**src/rtl/ifu_fetch_stage.sv**
```systemverilog
// Instruction-fetch stage: owns the fetch PC, keeps at most one imem request in
// flight, buffers one instruction for decode and squashes wrong-path responses.
module ifu_fetch_stage #(
  parameter int unsigned           ADDR_W   = 64,
  parameter int unsigned           INS_W    = 32,
  parameter logic [ADDR_W-1:0]     RESET_PC = 64'h8000_0000
) (
  input  logic              clk,
  input  logic              reset,
  output logic              imem_req_valid,
  input  logic              imem_req_ready,
  output logic [ADDR_W-1:0] imem_req_addr,
  input  logic              imem_rsp_valid,
  input  logic [INS_W-1:0]  imem_rsp_data,
  input  logic              redirect_valid,
  input  logic [ADDR_W-1:0] redirect_pc,
  output logic              out_valid,
  input  logic              out_ready,
  output logic [ADDR_W-1:0] out_pc,
  output logic [INS_W-1:0]  out_ins
);

  typedef enum logic [1:0] {
    S_REQ  = 2'd0,
    S_WAIT = 2'd1,
    S_FULL = 2'd2
  } state_t;

  state_t              r_state;
  logic [ADDR_W-1:0]   r_pc;
  logic                r_drop;
  logic                r_out_valid;
  logic [ADDR_W-1:0]   r_out_pc;
  logic [INS_W-1:0]    r_out_ins;

  state_t              w_state_nxt;
  logic [ADDR_W-1:0]   w_pc_nxt;
  logic                w_drop_nxt;
  logic                w_out_valid_nxt;
  logic [ADDR_W-1:0]   w_out_pc_nxt;
  logic [INS_W-1:0]    w_out_ins_nxt;
  logic [ADDR_W-1:0]   w_redirect_pc;

  assign w_redirect_pc  = {redirect_pc[ADDR_W-1:2], 2'b00};
  assign imem_req_valid = (r_state == S_REQ) && !reset;
  assign imem_req_addr  = r_pc;
  assign out_valid      = r_out_valid;
  assign out_pc         = r_out_pc;
  assign out_ins        = r_out_ins;

  always_ff @(posedge clk) begin
    if (reset) begin
      r_state     <= S_REQ;
      r_pc        <= RESET_PC;
      r_drop      <= 1'b0;
      r_out_valid <= 1'b0;
      r_out_pc    <= '0;
      r_out_ins   <= '0;
    end else begin
      r_state     <= w_state_nxt;
      r_pc        <= w_pc_nxt;
      r_drop      <= w_drop_nxt;
      r_out_valid <= w_out_valid_nxt;
      r_out_pc    <= w_out_pc_nxt;
      r_out_ins   <= w_out_ins_nxt;
    end
  end

  always_comb begin
    w_state_nxt     = r_state;
    w_pc_nxt        = r_pc;
    w_drop_nxt      = r_drop;
    w_out_valid_nxt = r_out_valid;
    w_out_pc_nxt    = r_out_pc;
    w_out_ins_nxt   = r_out_ins;

    case (r_state)
      S_REQ: begin
        // An accepted request still goes out on a redirect; its answer is squashed.
        if (imem_req_ready) begin
          w_state_nxt = S_WAIT;
          if (redirect_valid) w_drop_nxt = 1'b1;
        end
      end
      S_WAIT: begin
        if (imem_rsp_valid) begin
          if (r_drop || redirect_valid) begin
            w_drop_nxt  = 1'b0;
            w_state_nxt = S_REQ;
          end else begin
            w_out_ins_nxt   = imem_rsp_data;
            w_out_pc_nxt    = r_pc;
            w_out_valid_nxt = 1'b1;
            w_pc_nxt        = r_pc + ADDR_W'(4);
            w_state_nxt     = S_FULL;
          end
        end else if (redirect_valid) begin
          w_drop_nxt = 1'b1;
        end
      end
      S_FULL: begin
        if (redirect_valid || out_ready) begin
          w_out_valid_nxt = 1'b0;
          w_state_nxt     = S_REQ;
        end
      end
      default: w_state_nxt = S_REQ;
    endcase

    // Redirect overrides the pc update and kills any buffered instruction.
    if (redirect_valid) begin
      w_pc_nxt        = w_redirect_pc;
      w_out_valid_nxt = 1'b0;
    end
  end

endmodule

```
**config.mk**
```make
export PLATFORM = sky130hd
export DESIGN_NAME = ifu_fetch_stage
export DESIGN_NICKNAME = d
export VERILOG_FILES = /design/src/rtl/ifu_fetch_stage.sv
export SDC_FILE = /design/constraint.sdc
export NUM_CORES = 1
export LEC_CHECK = 0
export CORE_MARGIN = 2
export CORE_UTILIZATION = 35
export CTS_CLUSTER_DIAMETER = 30
export DETAILED_ROUTE_END_ITERATION = 10
export MAX_ROUTING_LAYER = met4
export PLACE_DENSITY = 0.65
export SLEW_MARGIN = 0
export SYNTH_ARGS = -nofsm -noshare
export SYNTH_HDL_FRONTEND = slang
export SYNTH_SLANG_ARGS = --single-unit
```
**constraint.sdc**
```tcl
create_clock -name clk -period 3.25 [get_ports clk]
set_input_delay 0.4875 -clock clk [delete_from_list [all_inputs] [get_ports clk]]
set_output_delay 0.4875 -clock clk [all_outputs]
set_load 0.01 [all_outputs]
```
==> impl_metrics.py, run 1 <==
metrics = {
    "sta": {
        "max_freq_mhz": 368,
        "hold_violations": 0,
        "slew_headroom": 0.478,
        "finalMaxSlewViolations": 0,
        "fin_skew_ns": 0.0139,
        "tns_ns": 0,
        "rsz0062_at_grt": "false",
        "finalSetupViolCount": 0,
        "timing.final.crit_period_ns": 2.72,
        "tightest_slew_ns": 0.778,
        "worst_slack_ns": 0.533,
        "timing.final.crit_share": 0.836,
    },
    "routing": {
        "via_per_inst": 5.29,
        "wl_met2_um": 11400,
        "wl_per_cell_um": 17.3,
        "wirelength_um": 25200,
        "drc": 0,
        "drt_iter0_markers": 585,
        "ant_nets": 0,
        "m1WireLength_um": 11500,
        "wl_met3_um": 1760,
        "dr.pass1.iters": 5,
        "vias": 7690,
        "highest_layer": "met4",
    },
    "cts": {
        "cts.hold.buffers_added": 0,
        "numCtsBuffers": 17,
        "cts_resized": 0,
        "cts_tree": "built",
        "cts_setup_buffers": 0,
        "clk_latency_ns": 0.44,
        "htree_num_levels": 4,
        "root_buffer": "clkbuf_16",
        "cts_sinks": 160,
        "cts.clk_slew.worst_paths_ns": 0.07,
        "clk_path_buf_depth": 2,
    },
    "pwr": {
        "power.share.combinational": 0.121,
        "ir_drop_uv": 339,
        "switching_power_mw": 1.24,
        "leakagePower_nw": 3.58,
        "power_density_mw_per_mm2": 434,
        "p_int_mw": 3.43,
        "swShare": 0.265,
        "clkPwrFrac": 0.421,
        "pwr-share-seq": 0.458,
    },
    "worst_setup_path": {
        "end_kind": "flip-flop",
        "slowest_stage": "or4b_4",
        "crit_start": "imem_req_addr[2]",
        "worst-endpoint-required_ns": 3.57,
        "reg2reg_from": "imem_req_addr[2]",
        "critical-path-max-stage-delay_ns": 0.58,
        "r2r_slack_ns": 0.53,
        "criticalPathCategory": "flip-flop to flip-flop",
        "arrival_ns": 3.04,
        "path_max_fanout": 6,
        "crit_chain": "ha_1 -> nand3_1 -> or4_4 -> or4b_4 -> or4_1 -> o2111a_1",
        "cp-start-kind": "flip-flop",
    },
    "layout": {
        "area_growth_pct": 48.1,
        "layout.nets": 1273,
        "final_layout_size_suffix_gt1_frac": 0.0685,
        "layout_commonest_cell": "clkdlybuf4s50_1",
        "mostFrequentLayoutCells": "clkdlybuf4s50_1 (255), nand2_1 (230), dfxtp_1 (160), a21oi_1 (105), nor2_1 (60)",
    },
    "floorplan": {
        "die_y_um": 148,
        "dieWidth_um": 148,
        "fp.dieArea_mm2": 0.0219,
        "design.portCount": 264,
        "start_util": 0.357,
        "num_rows": 52,
        "core_mm2": 0.0203,
    },
    "placement": {
        "place_congestion": 0.879,
        "preCtsSetupSlack_ns": 0.147,
        "hpwl_um": 17800,
        "numPortBuffers": 257,
    },
    "synth": {
        "async_flop_share": 0,
        "synthCells": 928,
        "synth_edf_count": 0,
        "synth-seq-cells": 160,
        "synth_seq_area_share": 0.442,
        "synth_cell_type_count": 57,
        "synth_warnings": 0,
        "ys.flop_type": "dfxtp_1",
        "synth.cell_area_mm2": 0.00725,
        "synth_area_per_cell_um2": 7.82,
    },
    "run_status": {
        "status": "complete, no violations",
    },
    "global_route": {
        "antenna_found_initial": 1,
        "grt_pass1_wl_um": 39200,
        "grt_max_degree": 72,
        "grtUsageTotal": 0.232,
        "overflow": 0,
        "grt_pass1_vias": 7185,
    },
    "hold_path": {
        "worstHoldStart": "out_pc[48]",
        "min_path_type": "flip-flop to flip-flop",
    },
    "job": {
        "drv_cap": 0,
    },
}
==> metrics by stage <==
step                 util  total power, mW  cell area (um2)  hold WS, ns  std cells
finish              0.529             4.67            10700        0.451       1454
floorplan               -             2.39             7260        0.481        931
CTS                 0.529             4.72            10700        0.455       1453
global route        0.529             4.84            10700        0.470       1454
global placement    0.501             2.74            10200        0.441       1421
detailed placement  0.501             2.74            10200        0.446       1421
==> registers in the layout, indices dropped and copies added, names as in the netlist <==
name	flops
imem_req_addr	62
out_ins	32
r_state	2
out_pc	62
out_valid	1
r_drop	1
==> area by class of cell <==
cell class | instances | area, um2
fillers | 1963 | 9550
multi-input cells | 688 | 3750
flip-flops and latches | 160 | 3200
repair buffers | 291 | 2830
clock buffers | 18 | 439
well taps | 270 | 338
clock inverters | 14 | 130
inverters | 12 | 45.0
diodes | 1 | 2.50
==> worst max-delay path: cells and delay by family (launching register included) <==
kind | cells | cell delay, ns
flip-flops | 1 | 0.42
adder cells (fa/ha/maj) | 1 | 0.31
AO/OA/AOI/OAI | 1 | 0.13
AND/OR/NAND/NOR | 4 | 1.74
==> cell usage after synthesis (2+ instances only) <==
| library cell | number | area (um2) |
|---|---|---|
| a211o_1 | 2 | 17.5 |
| nand2_1 | 231 | 867 |
| xnor2_1 | 19 | 166 |
| nor3_1 | 19 | 95.1 |
| and4_1 | 12 | 105 |
| o21ai_0 | 5 | 25.0 |
| and2_1 | 2 | 12.5 |
| buf_4 | 4 | 30.0 |
| clkbuf_1 | 60 | 225 |
| a21oi_1 | 105 | 526 |
| nand3b_1 | 2 | 15.0 |
| o221ai_1 | 2 | 17.5 |
| or3_1 | 6 | 37.5 |
| buf_1 | 6 | 22.5 |
| a211oi_1 | 26 | 195 |
| a31oi_1 | 3 | 18.8 |
| o31ai_1 | 8 | 60.1 |
| nor4_1 | 13 | 81.3 |
| or4_1 | 16 | 120 |
| dfxtp_1 | 160 | 3200 |
| and3_1 | 16 | 100 |
| o211ai_1 | 4 | 30.0 |
| a2111oi_0 | 3 | 26.3 |
| a311o_1 | 2 | 20.0 |
| nor2_1 | 61 | 229 |
| or4b_2 | 3 | 30.0 |
| o2111a_1 | 6 | 67.6 |
| o21a_1 | 2 | 15.0 |
| xor2_1 | 13 | 114 |
| nand3_1 | 35 | 175 |
| nand4_1 | 33 | 206 |
| nor4b_1 | 2 | 17.5 |
| mux2i_1 | 4 | 40.0 |
| a311oi_1 | 9 | 78.8 |
| inv_1 | 12 | 45.0 |
==> logic make-up (layout without fill, tap and decap cells) <==
family	count (synthesis)	count (layout)	synth area share
and+or+nand+nor	461	461	0.304
AOI/OAI and AO/OA	186	186	0.163
DFF	160	160	0.442
buffers and inverters	83	335	0.0452
xor gates and xnor gates	32	32	0.0386
muxes	4	4	0.00552
adders and majority gates	1	1	0.00172
other	1	5	0.000517
==> metal layers <==
metal	up-vias	global-route usage
li1	3771	-
met1	3584	0.306
met2	301	0.355
met3	34	0.0534
met4	0	0.0700
met5	-	-
==> power by group through the flow <==
| stage | Clock, mW | Sequential (mW) | Combinational [mW] |
|---|---|---|---|
| 5_1_grt | 2.08 | 2.15 | 0.609 |
| 3_5_place_dp | 0 | 2.18 | 0.565 |
| 3_3_place_gp | 0 | 2.18 | 0.562 |
| 6_report | 1.97 | 2.14 | 0.565 |
| 4_1_cts | 2.01 | 2.14 | 0.569 |
| 2_1_floorplan | 0 | 2.18 | 0.207 |
==> final timing paths <==
path / to / cells after the start
setup / recovery: imem_req_addr[62] / 6
hold / removal: out_pc[48] / 2
setup reg to reg: imem_req_addr[62] / 6
hold reg to reg: out_pc[48] / 2
(Power assumes the default switching activity.)
==> run 2, diff against run 1 <==
clock period = 2.6 ns   (was 3.25 ns; I/O delays follow)
==> run 2 against run 1 <==
Net effect: die area stayed put; wire length is 2.9% higher; sequential share of layout area is 1.3 points lower; global-route usage is 0.68 points higher; core utilization is 2.5 points higher; setup slack worse by 0.42 ns; clock power is 28% higher; first-iteration DRC count is 15% higher; largest cell class unchanged; highest routed layer unchanged.
==> impl_metrics.py, run 2 (synthesis results as in run 1) <==
metrics = {
    "pwr": {
        "leakagePower_nw": 3.88,
        "power.share.combinational": 0.139,
        "power_density_mw_per_mm2": 531,
        "pwr-share-seq": 0.439,
        "swShare": 0.262,
        "clkPwrFrac": 0.422,
        "p_int_mw": 4.41,
        "switching_power_mw": 1.56,
        "ir_drop_uv": 443,
    },
    "floorplan": {
        "fp.dieArea_mm2": 0.0219,
        "dieWidth_um": 148,
        "core_mm2": 0.0203,
        "num_rows": 52,
        "design.portCount": 264,
        "start_util": 0.357,
        "die_y_um": 148,
    },
    "routing": {
        "drc": 0,
        "dr.pass1.iters": 8,
        "drt_iter0_markers": 673,
        "vias": 7938,
        "wl_per_cell_um": 17.2,
        "via_per_inst": 5.25,
        "ant_nets": 0,
        "wirelength_um": 25900,
    },
    "sta": {
        "timing.final.crit_share": 0.958,
        "hold_violations": 0,
        "tightest_slew_ns": 0.821,
        "fin_skew_ns": 0.00970,
        "rsz0062_at_grt": "false",
        "finalMaxSlewViolations": 0,
        "finalSetupViolCount": 0,
        "slew_headroom": 0.453,
        "max_freq_mhz": 402,
        "timing.final.crit_period_ns": 2.49,
    },
    "layout": {
        "layout.nets": 1330,
        "area_growth_pct": 55.0,
        "multiInputGateArea_mm2": 0.00376,
        "register_area_mm2": 0.00320,
        "finalInstanceArea_mm2": 0.0112,
        "n_fill_cell": 1913,
        "post-route-util": 0.554,
        "final_layout_size_suffix_gt1_frac": 0.112,
        "mostFrequentLayoutCells": "clkdlybuf4s50_1 (255), nand2_1 (230), dfxtp_1 (160), a21oi_1 (105), buf_4 (87)",
        "layout_commonest_cell": "clkdlybuf4s50_1",
    },
    "placement": {
        "numPortBuffers": 257,
        "place_area_mm2": 0.0107,
        "hpwl_um": 18700,
        "place_congestion": 0.918,
    },
    "global_route": {
        "antenna_found_initial": 0,
        "grt_pass1_wl_um": 40200,
        "grt_max_degree": 76,
        "overflow": 0,
        "grt_pass1_vias": 7356,
        "grtUsageTotal": 0.239,
    },
    "cts": {
        "htree_num_levels": 4,
        "cts.hold.buffers_added": 0,
        "clk_path_buf_depth": 2,
        "numCtsBuffers": 17,
        "cts_resized": 0,
        "cts_sinks": 160,
        "cts_setup_buffers": 0,
        "cts.clk_slew.worst_paths_ns": 0.06,
        "clk_latency_ns": 0.43,
        "cts_tree": "built",
        "root_buffer": "clkbuf_16",
    },
    "worst_setup_path": {
        "crit_path_end": "imem_req_addr[62]",
        "r2r_cells": 5,
        "criticalPathCategory": "input pin to flip-flop",
        "cp-start-kind": "input pin",
        "path_depth": 6,
        "critical-path-max-stage-delay_ns": 0.57,
        "r2r_slack_ns": 0.14,
        "r2r_end": "imem_req_addr[62]",
        "end_kind": "flip-flop",
        "cpLargestDelayFamily": "simple AND/OR/NAND/NOR gates",
        "path_buf_inv": 1,
        "worst-endpoint-required_ns": 2.92,
        "slowest_stage": "or4b_4",
        "arrival_ns": 2.81,
        "crit_start": "imem_rsp_valid",
        "reg2reg_from": "imem_req_addr[9]",
        "crit_chain": "clkdlybuf4s50_1 -> nand4bb_4 -> or4_4 -> or4b_4 -> or4_1 -> o2111a_1",
        "path_max_fanout": 4,
    },
    "hold_path": {
        "whs_path_depth": 3,
        "min_path_type": "input pin to flip-flop",
    },
    "job": {
        "drv_cap": 0,
    },
    "run_status": {
        "status": "complete, no violations",
    },
}
run 2: cell count changes in the layout (fill, tap and decap cells not counted), moves of 2 or more:
cell,change
buf_4,+53
buf_12,+4
clkinvlp_4,+3
inv_6,-2
run 2: worst reg2reg max path, delay by kind of cell, from the launching register on:
| kind | cells | cell delay [ns] |
|---|---|---|
| AO/OA/AOI/OAI | 1 | 0.12 |
| flip-flops | 1 | 0.38 |
| AND/OR/NAND/NOR | 4 | 1.84 |
run 2: how the worst min path moves through the flow:
stage | startpoint | to | slack, ns
2_1_floorplan | out_ins[0] | out_ins[0] | 0.48
3_3_place_gp | out_pc[19] | out_pc[19] | 0.44
3_5_place_dp | out_pc[53] | out_pc[53] | 0.45
4_1_cts | redirect_valid | imem_req_addr[4] | 0.30
5_1_grt | redirect_valid | imem_req_addr[4] | 0.29
6_report | redirect_valid | imem_req_addr[4] | 0.30
run 2: metal layers:
| layer | GRT usage | share of wire |
|---|---|---|
| met1 | 0.316 | 0.45 |
| met2 | 0.370 | 0.46 |
| met3 | 0.0441 | 0.070 |
| met4 | 0.0776 | 0.021 |
| met5 | - | 0 |
run 2: cell type report:
| type | count | share of cell area |
|---|---|---|
| Multi-Input combinational cell | 688 | 0.334 |
| Timing Repair Buffer | 348 | 0.294 |
| Sequential cell | 160 | 0.285 |
| Clock buffer | 17 | 0.0378 |
| Tap cell | 270 | 0.0300 |
| Clock inverter | 15 | 0.0142 |
| Inverter | 12 | 0.00401 |
| Antenna cell | 1 | 0.000223 |
run 2: through the flow:
step | std cells | hold WS (ns) | total power, mW | setup slack [ns] | setup TNS (ns)
floorplan | 931 | 0.481 | 2.99 | 0.0608 | 0
detailed placement | 1478 | 0.446 | 3.50 | -0.340 | -3.17
global route | 1510 | 0.289 | 6.18 | 0.0190 | 0
global placement | 1478 | 0.441 | 3.49 | -0.318 | -2.66
CTS | 1510 | 0.299 | 6.02 | 0.108 | 0
finish | 1511 | 0.304 | 5.97 | 0.110 | 0
run 2: power groups by stage:
| stage | Clock [mW] | Sequential, mW | Combinational [mW] |
|---|---|---|---|
| 2_1_floorplan | 0 | 2.73 | 0.259 |
| 5_1_grt | 2.66 | 2.63 | 0.886 |
| 3_3_place_gp | 0 | 2.67 | 0.823 |
| 6_report | 2.52 | 2.62 | 0.828 |
| 4_1_cts | 2.57 | 2.62 | 0.830 |
| 3_5_place_dp | 0 | 2.67 | 0.825 |
==> run 3, diff against run 2 <==
ABC_AREA = 1   (was default)
PLACE_DENSITY = 0.64   (was 0.65)
RECOVER_POWER = 50   (was default)
SKIP_CTS_REPAIR_TIMING = 1   (was default)
==> run 3 against run 2 <==
Net effect: non-clock buffer count fell by 68; count of clock-buffer cells in the layout did not move; cell count rose by 11%; combinational power rose by 5.0%; first-iteration DRC count fell by 1.3%; largest power group unchanged; highest routed layer unchanged.
==> impl_metrics.py, run 3 <==
metrics = {
    "run_status": {
        "status": "complete, no violations",
    },
    "sta": {
        "finalMaxSlewViolations": 0,
        "slew_headroom": 0.429,
        "tightest_slew_ns": 0.856,
        "timing.final.crit_share": 0.878,
        "fin_hold_ws_ns": 0.426,
        "fin_skew_ns": 0.0101,
        "rsz0062_at_grt": "false",
        "tns_ns": 0,
        "hold_violations": 0,
        "timing.final.crit_period_ns": 2.28,
        "finalSetupViolCount": 0,
        "max_freq_mhz": 438,
    },
    "synth": {
        "synth_area_per_cell_um2": 6.83,
        "async_flop_share": 0,
        "synth_top_area_frac": 0.408,
        "synth_compound_area_frac": 0.160,
        "ys.flop_type": "dfxtp_1",
        "synthCells": 1150,
        "synth-seq-cells": 160,
        "synth_common_cells": "nor2_1 (249), nand2_1 (236), dfxtp_1 (160)",
        "synth_cell_type_count": 42,
        "synth_largest_area_cell": "dfxtp_1",
        "synth.cell_area_mm2": 0.00786,
        "synth_most_common_cell": "nor2_1",
        "synth_seq_area_share": 0.408,
        "synth-simple-area-share": 0.346,
        "synth_xor_area_frac": 0.0123,
        "muxShareOfSynthArea": 0,
        "synth_fa_ha_area_frac": 0.00159,
        "synth_edf_count": 0,
        "synth_top_family_by_area": "simple AND/OR/NAND/NOR gates",
        "yosys-top-cells-area": "dfxtp_1 (41%), nor2_1 (12%), nand2_1 (11%)",
        "synth_warnings": 0,
    },
    "cts": {
        "htree_num_levels": 4,
        "cts.clk_slew.worst_paths_ns": 0.07,
        "numCtsBuffers": 17,
        "cts_sinks": 160,
        "clk_latency_ns": 0.44,
        "cts_tree": "built",
        "clk_path_buf_depth": 2,
        "root_buffer": "clkbuf_16",
    },
    "floorplan": {
        "dieWidth_um": 154,
        "start_util": 0.358,
        "core_mm2": 0.0220,
        "die_y_um": 154,
        "design.portCount": 264,
        "fp.dieArea_mm2": 0.0237,
        "num_rows": 54,
    },
    "pwr": {
        "leakagePower_nw": 4.65,
        "ir_drop_uv": 453,
        "power_density_mw_per_mm2": 552,
    },
    "worst_setup_path": {
        "arrival_ns": 2.67,
        "critical-path-max-stage-delay_ns": 0.64,
        "crit_chain": "dlygate4sd3_1 -> nand4_4 -> buf_4 -> nor2_4 -> clkbuf_2 -> nand2_1 -> o21bai_1 -> nand3_1 -> nand2_1 -> inv_1",
        "cpLargestDelayFamily": "buffers and inverters",
        "path_max_fanout": 26,
        "criticalPathCategory": "input pin to flip-flop",
        "path_buf_inv": 4,
        "cp_common_cell": "nand2_1",
        "worst-endpoint-required_ns": 2.99,
        "slowest_stage": "dlygate4sd3_1",
        "end_kind": "flip-flop",
        "cp-start-kind": "input pin",
    },
    "job": {
        "drv_cap": 0,
    },
    "layout": {
        "area_growth_pct": 43.9,
        "stdcell_count": 1682,
        "final_layout_size_suffix_gt1_frac": 0.0692,
        "layout_commonest_cell": "nor2_1",
        "antenna_cells": 0,
        "layout.nets": 1492,
        "mostFrequentLayoutCells": "nor2_1 (247), nand2_1 (237), dfxtp_1 (160), clkdlybuf4s50_1 (159), dlygate4sd3_1 (96)",
    },
    "global_route": {
        "overflow": 0,
        "grt_pass1_wl_um": 45800,
        "grt_pass1_vias": 8126,
        "grtUsageTotal": 0.255,
        "grt_max_degree": 72,
        "antenna_found_initial": 0,
    },
    "routing": {
        "wl_per_cell_um": 17.4,
        "vias": 8524,
        "drc": 0,
        "dr.pass1.iters": 5,
        "drt_iter0_markers": 664,
        "via_per_inst": 5.07,
        "wirelength_um": 29300,
        "ant_nets": 0,
    },
    "placement": {
        "dpl.cell_count": 1650,
        "place_congestion": 0.976,
        "hpwl_um": 21500,
        "numPortBuffers": 257,
    },
    "hold_path": {
        "min_path_type": "input pin to flip-flop",
    },
}
[run 3: cell count changes after synthesis, sizes merged, moves of 17 or more]
cell,previous run,this run
nor2,61,265
o21ai,5,77
a21oi,105,44
inv,12,72
nand3,35,72
clkbuf,60,34
buf,11,29
a22oi,0,17
or4,17,0
[run 3: area by class of cell]
cell class                      instances  area, um2
Tap cell                              280        350
Clock buffer                           17        425
Sequential cell                       160       3200
Multi-Input combinational cell        856       4110
Clock inverter                         15        184
Timing Repair Buffer                  280       2760
Fill cell                            2173      10700
Inverter                               74        278
[run 3: path summary, 6_finish.rpt]
path,end,start,slack (ns),depth (start not counted)
max,imem_req_addr[63],imem_rsp_valid,0.32,10
min reg2reg,out_pc[51],out_pc[51],0.46,2
min,imem_req_addr[11],redirect_valid,0.43,3
max reg2reg,imem_req_addr[38],imem_req_addr[3],0.47,12
[run 3: logic make-up after synthesis]
group	after synthesis
other cells	1
flops	160
compound gates	207
fa+ha+maj	1
buf+inv	137
simple gates	633
xor+xnor	11
[run 3: power breakdown]
part           internal [mW]  total, mW  switching (mW)
sequential              2.57       2.70           0.128
combinational          0.439      0.869           0.430
clock                   1.47       2.68            1.21
[run 3: routing by layer]
layer  share of wire  track usage  vias to the layer above
met5               0            -                        -
met4           0.021       0.0792                        0
met3           0.060       0.0502                       38
met2            0.45        0.392                      299
met1            0.47        0.338                     3931
li1                -            -                     4256
[run 3: tightest hold or removal path, stage by stage]
cell and delay [ns]:
buf_2 0.24, nand2_1 0.11, a31oi_1 0.07
[run 3: metrics by stage]
step / util / worst slack (ns) / power [mW] / cell area [um2]
after floorplan: - / 0.866 / 3.11 / 7870
after global placement: 0.489 / 0.399 / 3.65 / 10700
after detailed placement: 0.489 / 0.387 / 3.65 / 10700
after CTS: 0.517 / 0.473 / 6.32 / 11300
after global routing: 0.515 / 0.201 / 6.48 / 11300
final: 0.515 / 0.318 / 6.24 / 11300
